===== src/rtl/inst_sram_responder.sv =====
// rtl/inst_sram_responder.sv - instruction-fetch responder over a 1-cycle synchronous SRAM
// Registered Moore FSM: IDLE -> READ -> CAPT -> WAIT -> RESP, with misaligned pcs short-circuiting to RESP.
module inst_sram_responder #(
  parameter int ADDR_W      = 14,
  parameter int WAIT_CYCLES = 2
) (
  input  logic              clk,
  input  logic              reset,
  input  logic              inst_req_valid,
  input  logic [31:0]       inst_req_pc,
  input  logic              inst_cancel,
  output logic              inst_req_ack,
  output logic [31:0]       inst_rdata,
  output logic              inst_addr_error,
  output logic              sram_en,
  output logic [ADDR_W-1:0] sram_addr,
  input  logic [31:0]       sram_rdata
);

  typedef enum logic [2:0] {IDLE, READ, CAPT, WAIT, RESP} state_t;

  localparam logic [3:0] WAIT_M1 = (WAIT_CYCLES > 0) ? 4'(WAIT_CYCLES - 1) : 4'd0;

  state_t     state;
  logic [3:0] cnt;

  // High pc bits lie outside the SRAM window and are deliberately dropped.
  logic unused_pc_hi;
  assign unused_pc_hi = ^inst_req_pc[31:ADDR_W+2];

  always_ff @(posedge clk) begin
    if (reset) begin
      state           <= IDLE;
      inst_req_ack    <= 1'b0;
      inst_rdata      <= 32'h0;
      inst_addr_error <= 1'b0;
      sram_en         <= 1'b0;
      sram_addr       <= '0;
      cnt             <= 4'd0;
    end else begin
      inst_req_ack <= 1'b0;
      sram_en      <= 1'b0;
      case (state)
        IDLE: begin
          if (inst_req_valid && !inst_cancel) begin
            if (inst_req_pc[1:0] != 2'b00) begin
              inst_addr_error <= 1'b1;
              inst_rdata      <= 32'h0;
              inst_req_ack    <= 1'b1;
              state           <= RESP;
            end else begin
              // Address is registered with the enable so sram_addr only moves when a read issues.
              inst_addr_error <= 1'b0;
              sram_en         <= 1'b1;
              sram_addr       <= inst_req_pc[ADDR_W+1:2];
              state           <= READ;
            end
          end
        end
        READ: begin
          state <= inst_cancel ? IDLE : CAPT;
        end
        CAPT: begin
          if (inst_cancel) begin
            state <= IDLE;
          end else begin
            inst_rdata <= sram_rdata;
            if (WAIT_CYCLES > 0) begin
              cnt   <= WAIT_M1;
              state <= WAIT;
            end else begin
              inst_req_ack <= 1'b1;
              state        <= RESP;
            end
          end
        end
        WAIT: begin
          if (inst_cancel) begin
            state <= IDLE;
          end else if (cnt == 4'd0) begin
            inst_req_ack <= 1'b1;
            state        <= RESP;
          end else begin
            cnt <= cnt - 4'd1;
          end
        end
        RESP: begin
          // Ack is already on the wire this cycle; a cancel here cannot retract it.
          state <= IDLE;
        end
        default: begin
          state <= IDLE;
        end
      endcase
    end
  end

endmodule

===== config.mk =====
export PLATFORM = sky130hd
export DESIGN_NAME = inst_sram_responder
export DESIGN_NICKNAME = d
export VERILOG_FILES = /design/src/rtl/inst_sram_responder.sv
export SDC_FILE = /design/constraint.sdc
export NUM_CORES = 1
export LEC_CHECK = 0
export ABC_AREA = 1
export CORE_MARGIN = 8
export CORE_UTILIZATION = 42
export CTS_CLUSTER_SIZE = 24
export DETAILED_ROUTE_END_ITERATION = 10
export GPL_ROUTABILITY_DRIVEN = 0
export PLACE_DENSITY = 0.8
export SLEW_MARGIN = 5
export SYNTH_ARGS = -nofsm -noshare
export SYNTH_HDL_FRONTEND = slang
export SYNTH_SLANG_ARGS = --single-unit

===== constraint.sdc =====
create_clock -name clk -period 1.7 [get_ports clk]
set_input_delay 0.425 -clock clk [delete_from_list [all_inputs] [get_ports clk]]
set_output_delay 0.425 -clock clk [all_outputs]
set_load 0.03 [all_outputs]

* Word level (Yosys, flattened, before mapping)
Index checks and enable logic that the tools add are counted.
Storage, ports and cells: logic and storage cells 54, input bits 68, output and inout bits 49, register bits 56
Cells by class: eq/ne operators 9, bitwise logic cells 3, $add $sub $neg 1, multiplexer cells 21, reductions and logical operators 13
Operators with widths (number):
- $mux 32 | 3
- $pmux 32 s2 | 1
- $mux 3 | 4
- $mux 4 | 3
- $pmux 3 s4 | 1
- $ne 2x2->1 const B | 5
- $pmux 4 s2 | 1
- $reduce_and 4->1 | 2
- $eq 3x2->1 const B | 2
- $reduce_bool 2->1 | 3
- $mux 1 | 5
- $logic_not 4->1 | 1
- $mux 2 | 2
- $reduce_and 2->1 | 2
- $sub 4x1->4 const B | 1
- $eq 3x1->1 const B | 1
- $logic_not 3->1 | 1
- $ne 3x3->1 const B | 1
- $not 1->1 | 3
- $reduce_and 3->1 | 1
- $reduce_or 3->1 | 1
- $pmux 1 s2 | 1
- $logic_and 1x1->1 | 1
- $logic_not 1->1 | 1

* Logic depth before layout (Yosys ltp)
Gate-level depths: netlist of the first run.
depth after elaboration 4, depth in mapped cells 9, gate-level depth less buffers 8

* Worst setup path after synthesis of the first run
No wires, ideal clock.
path kind input-to-reg, from in inst_cancel, to reg sram_addr[10], arrival time 1209 ps, setup slack 378 ps, cell stages on the path 7, library setup time 113 ps, required time 1587 ps, buffers on the path 1, cells stage by stage inv_1 nand2_2 nor2_2 nand2_4 buf_2 nand3_1 nand2_1
On the way: word-level cells in the longest chain between the ends 3
RTL lines:
- start: declaration | RTL line 11 | input logic inst_cancel,
- $logic_not 1->1 | RTL line 45 | if (inst_req_valid && !inst_cancel) begin
- $logic_and 1x1->1 | RTL line 45
- $reduce_and 3->1 (no source line)
- end signal: assignment | RTL line 55 | sram_addr <= inst_req_pc[ADDR_W+1:2];
- end: declaration | RTL line 16 | output logic [ADDR_W-1:0] sram_addr,
Every way passes these cells. A chain may end at the register's enable or synchronous reset.

* Worst setup path in the final report of the first run
from reg inst_rdata[31], to out inst_rdata[31]
RTL lines:
- start: declaration | RTL line 13 | output logic [31:0] inst_rdata,
- start signal: assignment | RTL line 67 | inst_rdata <= sram_rdata;
No word-level cell between the ends.

==> out/qor.csv, run 1 <==
stage;metric;value;unit
grt;grt_first_pass_wirelength;10800;µm
routing;drc;0;
grt;grt.met1_usage;0.154;
cts;cts_buffer_depth;2;
cts;cts_buffers;5;
power_and_ir_drop;powerDensity;925;nW/µm²
synth;yosysUniqueCellTypes;25;
timing;skew;0.00971;ns
synth;synth_area_leaders;dfxtp_1 (42%), nand2_1 (15%), nor2_1 (8.7%);
critical_path;path_buf_inv;1;
run_status;status;finished, final reports clean;
grt;top_usage_layer;met2;
cts;ctsHoldBuffers;0;
grt;grt_max_degree;30;
cts;worstSkewPairLatency;0.31;ns
synth;synth_flop_cell;dfxtp_1;
timing;hold_ws;0.468;ns
flow_run;cap_viol_max_count;0;
synth;async_flop_share;0;
routing;final_antenna_net_count;0;
critical_path;worstSetupPathType;flop to output pin;
grt;overflow;0;
power_and_ir_drop;p_clk_frac;0.250;
critical_path;worstPathCellList;dlygate4sd2_1;
power_and_ir_drop;peakVddDrop;0.000530;V
cts;postCtsSetupBuffers;0;
synth;yosysTopAreaCellShare;0.424;
timing;setup_viol;0;
hold_path;hold_class;flop to flop;
power_and_ir_drop;p_comb_frac;0.322;
grt;grt.met2_usage;0.245;
critical_path;slowest_stage;dlygate4sd2_1;
placed_design;io_buffers;100;
finish;antennaDiodeCount;0;
timing;setup_ws;0.168;ns
synth;syn-num-nets;436;
critical_path;cp-start-kind;flop;
critical_path;max_stage_delay;0.43;ns
cts;htree_levels;2;
placed_design;pre_cts_slack;-0.104;ns
die;die_height;95.4;µm
timing;max_slew_margin;0.745;
routing;viasPerCell;4.70;
die;io_pins;117;
routing;dr.pass1.iters;4;
timing;hold_viol;0;
cts;cts_sinks;56;
critical_path;end_kind;output pin;
die;core;6200;µm²
synth;syn_avg_cell_area;7.21;µm²
die;fp-row-count;29;
timing;max_clock_freq;653;MHz
grt;grt_use_met3;0.0819;
cts;cts_tree;yes;
power_and_ir_drop;internal-power;2340;µW
synth;ys_ff_latch;56;
cts;clockRootBuffer;clkbuf_8;
timing;min_period;1.53;ns
critical_path;cp.required;1.27;ns
routing;drt-total-wl;6750;µm
finish;final_util;0.612;
finish;seqCellArea;1120;µm²
power_and_ir_drop;p_sw_frac;0.334;
synth;seq_area_frac_synth;0.424;
finish;drive_above_1_share;0.109;
synth;yosysTopAreaCell;dfxtp_1;
grt;antenna_found_initial;0;
cts;clk_pin_slew;0.10;ns
power_and_ir_drop;p_switching;1170;µW
die;die_area;9090;µm²
synth;netlist_instances;367;
die;fp.dieW;95.4;µm
finish;syn2layout_area_growth;43.5;%
synth;mappedNetlistArea;2650;µm²
timing;rsz0062_at_grt;false;
routing;drt-initial-drc-count;83;
critical_path;path_delay_family;buffers and inverters;
routing;wl_per_cell;12.4;µm
timing;tightestPinTransition;0.382;ns
finish;fillers;581;
timing;fin_crit_sh;0.901;
die;start_util;0.426;
power_and_ir_drop;seq_power_share;0.428;
grt;grt_pass1_vias;2438;
finish;multi_input_area;1200;µm²
timing;maxSlewViolCount;0;
critical_path;worst-path-max-fanout;2;
power_and_ir_drop;leakagePower;0.00192;µW
finish;fin_nets;537;
synth;ys_warn_count;0;
critical_path;worstPathArrival;1.11;ns
synth;synth_edf_count;0;
grt;globalRouteTotalUtil;0.146;
routing;vias;2565;
placed_design;dp_hpwl;5080;µm
## registers in the layout, summed over array words and instances, names as in the netlist
signal,cells
inst_rdata,32
cnt,4
inst_req_ack,1
sram_en,1
inst_addr_error,1
state,3
sram_addr,14
## area by class of cell
type                    instances  area share
well taps                      77      0.0254
multi-input cells             256       0.317
clock buffers                   5      0.0181
flip-flops and latches         56       0.295
repair buffers                114       0.298
inverters                      35      0.0346
clock inverters                 3      0.0112
## cell usage in the layout (no fill, tap or decap), types with 2 or more instances in the layout
master / Yosys / layout
nor2_1: 61 / 61
nand2_1: 107 / 107
nand2_2: 2 / 2
dfxtp_1: 56 / 56
inv_2: 4 / 4
nand4_1: 2 / 2
buf_4: 2 / 7
dlygate4sd2_1: 0 / 49
inv_1: 31 / 31
o21ai_0: 4 / 4
nand3_1: 41 / 41
buf_12: 2 / 7
clkdlybuf4s50_1: 0 / 51
a21oi_2: 14 / 14
clkbuf_8: 0 / 5
nand2_4: 5 / 5
a21oi_1: 13 / 13
## worst register-to-register path, cell delays in order (launching register included)
cell and delay [ns]:
dfxtp_1 0.39, inv_2 0.07, nor2_4 0.14, nand2_4 0.12
inv_2 0.32, nand2_1 0.12, nand3_1 0.11, nand2_1 0.05
nor2_1 0.07
## through the flow
step	TNS, ns	std cells	power, µW	area, µm²
4_1_cts	0	546	3550	3800
3_3_place_gp	-2.22	538	2730	3750
5_1_grt	0	546	3700	3800
6_report	0	546	3510	3800
2_1_floorplan	0	367	2330	2650
3_5_place_dp	-3.03	538	2750	3750
## metal layers
metal | part of all wire | wire length [µm] | vias up
met3 | 0.13 | 867 | 6
li1 | - | - | 1333
met2 | 0.47 | 3200 | 79
met4 | 0.0098 | 66 | 0
met1 | 0.39 | 2610 | 1147
met5 | 0 | 0 | -
## logic make-up (layout without fill, tap and decap cells)
kind of cell             Yosys count  after routing  share of synthesized area
AO/OA/AOI/OAI                     32             32                     0.0809
adder cells (fa/ha/maj)            1              1                    0.00473
buffers and inverters             55            157                      0.121
flip-flops                        56             56                      0.424
AND/OR/NAND/NOR                  223            223                      0.369
## cell usage after synthesis, types with 3 or more instances
| cell type | n |
|---|---|
| inv_1 | 31 |
| buf_6 | 6 |
| nor2_1 | 61 |
| dfxtp_1 | 56 |
| a21oi_1 | 13 |
| nand2_4 | 5 |
| a21oi_2 | 14 |
| o21ai_0 | 4 |
| nand3_1 | 41 |
| nand2_1 | 107 |
| inv_2 | 4 |
| buf_2 | 5 |
| clkbuf_1 | 3 |
## power groups by stage
| stage | sequential (µW) | combinational, µW | clock (µW) |
|---|---|---|---|
| 3_5_place_dp | 1540 | 1220 | 0 |
| 5_1_grt | 1520 | 1230 | 953 |
| 3_3_place_gp | 1530 | 1200 | 0 |
| 4_1_cts | 1500 | 1140 | 907 |
| 6_report | 1500 | 1130 | 878 |
| 2_1_floorplan | 1760 | 568 | 0 |
## what timing repair did
action / CTS / global route
endpoints found under the hold margin: 0 / 0
setup endpoints to repair: 49 / 0
resized for setup: 49 / 0
## worst paths after layout
check / start / slack (ns) / cells past startpoint / endpoint
max reg2reg: state[1]$_SDFFE_PP0P_ / 0.26 / 8 / inst_rdata[10]$_SDFFE_PP0P_
min: sram_addr[2]$_SDFFE_PP0P_ / 0.47 / 2 / sram_addr[2]$_SDFFE_PP0P_
min reg2reg: sram_addr[2]$_SDFFE_PP0P_ / 0.47 / 2 / sram_addr[2]$_SDFFE_PP0P_
max: inst_rdata[31]$_SDFFE_PP0P_ / 0.17 / 1 / inst_rdata[31]
(Power assumes the default switching activity.)
==> inputs of run 2 (changes only) <==
--- a/config.mk
+++ b/config.mk
@@ -6,12 +6,14 @@
 export NUM_CORES = 1
 export LEC_CHECK = 0
 export ABC_AREA = 1
+export ABC_CLOCK_PERIOD_IN_PS = 1700
 export CORE_MARGIN = 8
 export CORE_UTILIZATION = 42
 export CTS_CLUSTER_SIZE = 24
 export DETAILED_ROUTE_END_ITERATION = 10
 export GPL_ROUTABILITY_DRIVEN = 0
 export PLACE_DENSITY = 0.8
+export RECOVER_POWER = 100
 export SLEW_MARGIN = 5
 export SYNTH_ARGS = -nofsm -noshare
 export SYNTH_HDL_FRONTEND = slang
==> out/qor.csv, run 2 (synthesis results as in run 1) <==
stage;metric;value;unit
grt;overflow;0;
grt;antenna_found_initial;0;
finish;fin_area;3780;µm²
critical_path;end_kind;flop;
finish;top_register;inst_rdata;
die;fp.dieW;95.4;µm
routing;dr.pass1.iters;4;
timing;hold_ws;0.468;ns
placed_design;dp_hpwl;5080;µm
placed_design;io_buffers;100;
finish;largest_reg_flops;32;
grt;grt_max_degree;30;
critical_path;max_stage_delay;0.40;ns
routing;wl_per_cell;12.4;µm
finish;drive_above_1_share;0.100;
critical_path;worst-path-max-fanout;6;
timing;maxSlewViolCount;0;
timing;setup_ws;0.163;ns
finish;seqCellArea;1120;µm²
finish;multi_input_area;1200;µm²
timing;hold_viol;0;
power_and_ir_drop;leakagePower;0.00192;µW
timing;fin_crit_sh;0.904;
die;core;6200;µm²
power_and_ir_drop;power.total;3510;µW
routing;drt-initial-drc-count;75;
timing;setup_viol;0;
critical_path;path_delay_family;buffers and inverters;
cts;postCtsSetupBuffers;0;
finish;fillers;584;
routing;drc;0;
cts;worstSkewPairLatency;0.31;ns
cts;cts_sinks;56;
cts;ctsHoldBuffers;0;
hold_path;hold_class;flop to flop;
timing;skew;0.00977;ns
cts;clockRootBuffer;clkbuf_8;
timing;max_clock_freq;651;MHz
grt;grt_first_pass_wirelength;10800;µm
critical_path;cp.required;1.91;ns
critical_path;worstPathCellList;clkdlybuf4s50_1 > inv_1 > clkbuf_1 > nand3_4 > nand2_4 > clkbuf_2 > nand3_1 > nand2_1 > nor2_1;
cts;clk_pin_slew;0.10;ns
placed_design;pre_cts_slack;-0.104;ns
grt;grt_pass1_vias;2438;
cts;htree_levels;2;
routing;final_antenna_net_count;0;
finish;layout_common_cells;nand2_1 (108), nor2_1 (62), dfxtp_1 (56);
critical_path;slowest_stage;clkdlybuf4s50_1;
timing;rsz0062_at_grt;false;
power_and_ir_drop;peakVddDrop;0.000531;V
timing;min_period;1.54;ns
finish;reg_top3;inst_rdata x32, sram_addr x14, cnt x4;
timing;max_slew_margin;0.742;
critical_path;worstSetupPathType;input pin to flop;
finish;syn2layout_area_growth;43.1;%
grt;globalRouteTotalUtil;0.146;
finish;fin_nets;537;
routing;vias;2575;
routing;viasPerCell;4.72;
cts;cts_buffers;5;
routing;drt-total-wl;6750;µm
die;start_util;0.426;
placed_design;placed_cell_area;3750;µm²
critical_path;worstPathArrival;1.75;ns
cts;cts_tree;yes;
cts;cts_buffer_depth;2;
critical_path;cp-start-kind;input pin;
power_and_ir_drop;powerDensity;926;nW/µm²
die;fp-row-count;29;
die;die_height;95.4;µm
flow_run;cap_viol_max_count;0;
die;die_area;9090;µm²
critical_path;path_buf_inv;4;
finish;antennaDiodeCount;0;
die;io_pins;117;
finish;final_common_cell;nand2_1;
run_status;status;finished, final reports clean;
timing;tightestPinTransition;0.387;ns
run 2: power by group:
part / switching (µW) / internal [µW] / leakage [µW] / total, µW
combinational: 665 / 461 / 0.00141 / 1130
clock: 441 / 437 / 0.0000541 / 878
sequential: 67.2 / 1430 / 0.000457 / 1500
total: 1170 / 2330 / 0.00192 / 3510
run 2: final timing paths:
kind                                   from                          end  slack, ns  cells past startpoint
hold / removal    sram_addr[2]$_SDFFE_PP0P_    sram_addr[2]$_SDFFE_PP0P_       0.47                      2
setup reg to reg      state[1]$_SDFFE_PP0P_  inst_rdata[10]$_SDFFE_PP0P_       0.24                      8
setup / recovery                inst_cancel  inst_rdata[18]$_SDFFE_PP0P_       0.16                      9
hold reg to reg   sram_addr[2]$_SDFFE_PP0P_    sram_addr[2]$_SDFFE_PP0P_       0.47                      2
run 2: final cells by class:
class                           count  share of cell area
Clock buffer                        5              0.0182
Clock inverter                      3              0.0112
Inverter                           35              0.0347
Multi-Input combinational cell    256               0.317
Sequential cell                    56               0.296
Tap cell                           77              0.0255
Timing Repair Buffer              114               0.298
run 2: timing repair:
| action | 4_1_cts | 5_1_grt |
|---|---|---|
| hold endpoints to repair | 0 | 0 |
| setup endpoints to repair | 49 | 0 |
| resized for setup | 49 | 0 |
run 2: routing by layer:
| layer | vias up | track usage | wire length [µm] |
|---|---|---|---|
| met5 | - | 0 | 0 |
| met4 | 0 | 0.0403 | 66 |
| met3 | 6 | 0.0819 | 899 |
| met2 | 85 | 0.245 | 3210 |
| met1 | 1151 | 0.154 | 2580 |
| li1 | 1333 | - | - |
run 2: stage by stage:
step / util / std cells / setup TNS (ns)
6_report: 0.610 / 546 / 0
5_1_grt: 0.610 / 546 / 0
4_1_cts: 0.612 / 546 / 0
3_5_place_dp: 0.604 / 538 / -3.03
3_3_place_gp: 0.604 / 538 / -2.22
2_1_floorplan: - / 367 / 0
run 2: tightest hold or removal path, cell delays in order, from the launching register on:
cell     delay [ns]
dfxtp_1        0.32
nand3_1        0.07
nand2_1        0.04
